`src/rtl/change_dispense_ctrl.sv`:
```
// Change payout sequencer: breaks a change amount into 10/5/1 coins, largest first,
// and issues them one at a time to the hopper. Define CHANGE_INVENTORY_EN for coin inventory.
module change_dispense_ctrl #(
  parameter int AMT_W    = 8,
  parameter int INV_W    = 6,
  parameter int INV_INIT = 20
) (
  input  logic             clk,
  input  logic             reset,
  input  logic             req_valid,
  output logic             req_ready,
  input  logic [AMT_W-1:0] req_amount,
  output logic             coin_valid,
  input  logic             coin_ready,
  output logic [1:0]       coin_denom,
  output logic             busy,
  output logic             done,
  output logic             error,
  input  logic             refill
);

  typedef enum logic [2:0] {IDLE, SELECT, ISSUE, FIN, ERR} state_t;

  localparam logic [1:0] D1 = 2'b01, D5 = 2'b10, D10 = 2'b11;

  state_t           state, state_nxt;
  logic [AMT_W-1:0] remaining, rem_nxt, coin_val;
  logic [1:0]       denom_nxt;
  logic [2:0]       avail;   // {10,5,1} denomination may be offered
  logic             error_d;
  logic             issue_hs;

  assign issue_hs = (state == ISSUE) && coin_ready;

`ifdef CHANGE_INVENTORY_EN
  logic [INV_W-1:0] inv_1, inv_5, inv_10;

  assign avail   = {inv_10 != '0, inv_5 != '0, inv_1 != '0};
  assign error_d = (state_nxt == ERR);

  // refill has priority over a same-cycle payout; empty counters never wrap
  always_ff @(posedge clk) begin
    if (reset || refill) begin
      inv_1  <= INV_W'(INV_INIT);
      inv_5  <= INV_W'(INV_INIT);
      inv_10 <= INV_W'(INV_INIT);
    end else if (issue_hs) begin
      if (coin_denom == D1  && inv_1  != '0) inv_1  <= inv_1  - 1'b1;
      if (coin_denom == D5  && inv_5  != '0) inv_5  <= inv_5  - 1'b1;
      if (coin_denom == D10 && inv_10 != '0) inv_10 <= inv_10 - 1'b1;
    end
  end
`else
  logic        unused_refill;
  logic [31:0] unused_inv_cfg;

  assign avail          = 3'b111;
  assign error_d        = 1'b0;
  assign unused_refill  = refill;
  assign unused_inv_cfg = INV_W ^ INV_INIT;
`endif

  always_comb begin
    coin_val = '0;
    case (coin_denom)
      D1:      coin_val = AMT_W'(1);
      D5:      coin_val = AMT_W'(5);
      D10:     coin_val = AMT_W'(10);
      default: coin_val = '0;
    endcase
  end

  always_comb begin
    state_nxt = state;
    rem_nxt   = remaining;
    denom_nxt = coin_denom;
    case (state)
      IDLE: if (req_valid) begin
        rem_nxt   = req_amount;
        state_nxt = (req_amount == '0) ? FIN : SELECT;
      end
      SELECT: begin
        state_nxt = ISSUE;
        if (remaining >= AMT_W'(10) && avail[2])     denom_nxt = D10;
        else if (remaining >= AMT_W'(5) && avail[1]) denom_nxt = D5;
        else if (remaining >= AMT_W'(1) && avail[0]) denom_nxt = D1;
        else begin
          state_nxt = ERR;
          rem_nxt   = '0;
        end
      end
      ISSUE: if (coin_ready) begin
        // SELECT only picks coins no larger than remaining, so no underflow
        rem_nxt   = remaining - coin_val;
        denom_nxt = 2'b00;
        state_nxt = (rem_nxt == '0) ? FIN : SELECT;
      end
      FIN:     state_nxt = IDLE;
      ERR: begin
        state_nxt = IDLE;
        rem_nxt   = '0;
      end
      default: state_nxt = IDLE;
    endcase
  end

  // outputs are flopped from the next state so they line up with the state register
  always_ff @(posedge clk) begin
    if (reset) begin
      state      <= IDLE;
      remaining  <= '0;
      coin_denom <= 2'b00;
      req_ready  <= 1'b1;
      coin_valid <= 1'b0;
      busy       <= 1'b0;
      done       <= 1'b0;
      error      <= 1'b0;
    end else begin
      state      <= state_nxt;
      remaining  <= rem_nxt;
      coin_denom <= denom_nxt;
      req_ready  <= (state_nxt == IDLE);
      coin_valid <= (state_nxt == ISSUE);
      busy       <= (state_nxt != IDLE);
      done       <= (state_nxt == FIN);
      error      <= error_d;
    end
  end

endmodule

```
`config.mk`:
```
export PLATFORM = sky130hd
export DESIGN_NAME = change_dispense_ctrl
export DESIGN_NICKNAME = d
export VERILOG_FILES = /design/src/rtl/change_dispense_ctrl.sv
export SDC_FILE = /design/constraint.sdc
export NUM_CORES = 1
export LEC_CHECK = 0
export ABC_AREA = 0
export CORE_AREA = 4 4 45 63
export CTS_CLUSTER_SIZE = 40
export DETAILED_ROUTE_END_ITERATION = 7
export DIE_AREA = 0 0 49 67
export GPL_ROUTABILITY_DRIVEN = 0
export PLACE_DENSITY = 0.76
export SETUP_SLACK_MARGIN = 0.4
export SLEW_MARGIN = 20
export SYNTH_ARGS = -nofsm -noshare
export SYNTH_HDL_FRONTEND = slang
export SYNTH_SLANG_ARGS = --single-unit
```
`constraint.sdc`:
```
create_clock -name clk -period 3.1 [get_ports clk]
set_clock_uncertainty 0.05 [all_clocks]
set_input_delay 0.62 -clock clk [delete_from_list [all_inputs] [get_ports clk]]
set_output_delay 0.62 -clock clk [all_outputs]
set_load 0.05 [all_outputs]
```
==> flow_summary.ini <==
[cts]
cts_tree = yes
h-tree-depth = 1
clk_latency_ns = 0.30
post-cts-setup-buffers = 0
cts-hold-fix-buffers = 0
cts-root-buf = clkbuf_4
clkTransAtPathRegs_ns = 0.10
cts_buffers = 3
clock-sinks = 17
cts.path.max_buffers = 2

[placement]
dpl_cell_area_mm2 = 0.001301
dp_hpwl_um = 2031
dp_slack_ns = 0.4230
dp.cells = 173
numPortBuffers = 17

[die]
rows = 21
die-area_mm2 = 0.003283
ios = 20
coreArea_mm2 = 0.002312
start_util_pct = 49.57
die_x_um = 49
dieHeight_um = 67

[flow_run]
maxCapViolCount = 0

[synth]
synth_top_area_share_pct = 29.69
syn_inst = 140
synthesis.nets = 161
syn_avg_cell_area_um2 = 8.186
ys_ff_latch = 17
synth_compound_area_share_pct = 24.56
synthFlopType = dfxtp_1
synthSimpleGateAreaFrac_pct = 25.00
yosys-mux-area-fraction_pct = 0
yosysTopAreaCell = dfxtp_1
ys_types = 49
netlist_area_mm2 = 0.001146
synth_edf_count = 0
async_flop_share_pct = 0
synth_adder_area_share_pct = 9.389
yosysSeqAreaShare_pct = 29.69
yosysWarningCount = 0
synth_top_family_by_area = simple AND/OR/NAND/NOR gates
synthTopCellsByArea = dfxtp_1, ha_1, nor2_1
synthXorXnorAreaFrac_pct = 3.057

[worst_hold_path]
holdCritPathClass = flip-flop to flip-flop

[timing]
tightest_slew_ns = 0.5954
holdWs_ns = 0.4533
rsz0062_at_grt = true
setup-tns-final_ns = 0
slew_headroom_pct = 60.04
setup_viol_count_final = 0
fmax_mhz = 390.0
hold_viol = 0
min_period_ns = 2.564
layout_setup_ws_ns = 0.5361
timing.final.crit_share_pct = 82.71
drv_slew = 0

[power_and_ir_drop]
leakagePower_nw = 0.5288
powerDensity_mw_per_mm2 = 672.6
power_uw = 900.4
ir_drop_v = 0.0003102

[layout]
final_core_util_pct = 57.90
drive_gt1_share_pct = 9.091
final_nets = 176
finalInstanceArea_mm2 = 0.001339
final_cells = 177
area_growth_pct = 16.81
diodes = 0

[run_status]
outcome = completed

[critical_path]
path_max_fanout = 4
criticalPathCategory = flip-flop to flip-flop
cp-end-kind = flip-flop
cp.required_ns = 3.27
cp-start-kind = flip-flop
arrival_ns = 2.74

[global_routing]
track_usage_pct = 17.07
antenna_found_initial = 0
grt_pass1_vias = 1011
grt-ovfl-total = 0
grt_pass1_wl_um = 4409
grt_max_degree = 17

[route]
final_antenna_net_count = 0
drt_iter0_drc = 58
drt-vias-per-instance = 6.141
drtPass1Iterations = 4
drc = 0
wirelength_um = 2633
avgRoutedWirePerCell_um = 14.88
vias = 1087
[power by group]
part / switching (mW) / internal, mW
Clock: 0.0758 / 0.0482
Combinational: 0.259 / 0.201
Sequential: 0.0584 / 0.259
[sequential cells by signal, summed over array words and instances (netlist names)]
name / count
busy: 1
req_ready: 1
done: 1
state: 3
remaining: 8
coin_valid: 1
coin_denom: 2
[cells by family after synthesis]
kind of cell    count (synthesis)
simple gates                   52
compound gates                 41
buf+inv                        17
flops                          17
fa+ha+maj                       8
xor+xnor                        4
other cells                     1
[Yosys cell counts (2+ instances only)]
library cell / count
or4_1: 2
nand2_1: 6
a21o_1: 2
buf_4: 2
dfxtp_1: 17
nand2b_1: 3
a22oi_1: 3
or3_1: 3
buf_6: 2
buf_2: 3
a211oi_1: 5
nor4_1: 5
o21ai_1: 2
o21a_1: 2
ha_1: 7
a21oi_1: 6
xor2_1: 3
nor2_1: 14
o21ai_0: 7
o31ai_1: 2
nor3b_1: 4
inv_1: 8
nor3_1: 5
nor2b_1: 2
[final cells by class]
cell class	instances	area, um^2
clock buffer	3	22.52
tap	23	28.78
inverter	8	30.03
fill	227	973.4
timing repair buffer	19	185.2
multi-input combinational	106	724.4
clock inverter	1	5.005
sequential	17	342.8
[placed cells by master, fill, tap and decap left out, types with 3 or more instances in the layout]
cell type	n
clkdlybuf4s50_1	17
dfxtp_1	15
nor2_1	14
inv_1	8
o21ai_0	7
ha_1	7
nand2_1	6
nor3_1	5
nor4_1	5
a21oi_1	5
a211oi_1	5
nor3b_1	4
nand2b_1	3
xor2_1	3
a22oi_1	3
or3_1	3
clkbuf_4	3
[routing by layer]
layer | global-route usage, % | share of wire [%] | vias up
met5 | 0 | 0 | -
met4 | 8.418 | 3.2 | 0
met3 | 2.685 | 5.0 | 7
met2 | 30.88 | 49 | 41
met1 | 19.05 | 43 | 500
li1 | - | - | 539
[worst max-delay path, cell delays in order, from the launching register on]
cell	delay, ns
dfxtp_2	0.36
inv_1	0.05
ha_1	0.27
inv_1	0.07
ha_1	0.14
inv_1	0.05
fa_1	0.39
a21o_1	0.22
a2111oi_2	0.39
xor2_1	0.18
a22oi_1	0.08
a211oi_1	0.23
[timing repair]
action,in CTS,in global routing
pin swaps,0,0
setup endpoints to repair,1,4
gates cloned,0,0
resized for setup,1,2
hold endpoints to repair,0,0
[worst paths after layout]
path / start / end / slack [ns] / cells after the start
max: coin_denom[0] / remaining[6] / 0.54 / 11
min: coin_denom[0] / coin_denom[0] / 0.45 / 2
max reg2reg: coin_denom[0] / remaining[6] / 0.54 / 11
min reg2reg: coin_denom[0] / coin_denom[0] / 0.45 / 2
Note: power is estimated with default switching activity, not from simulation.
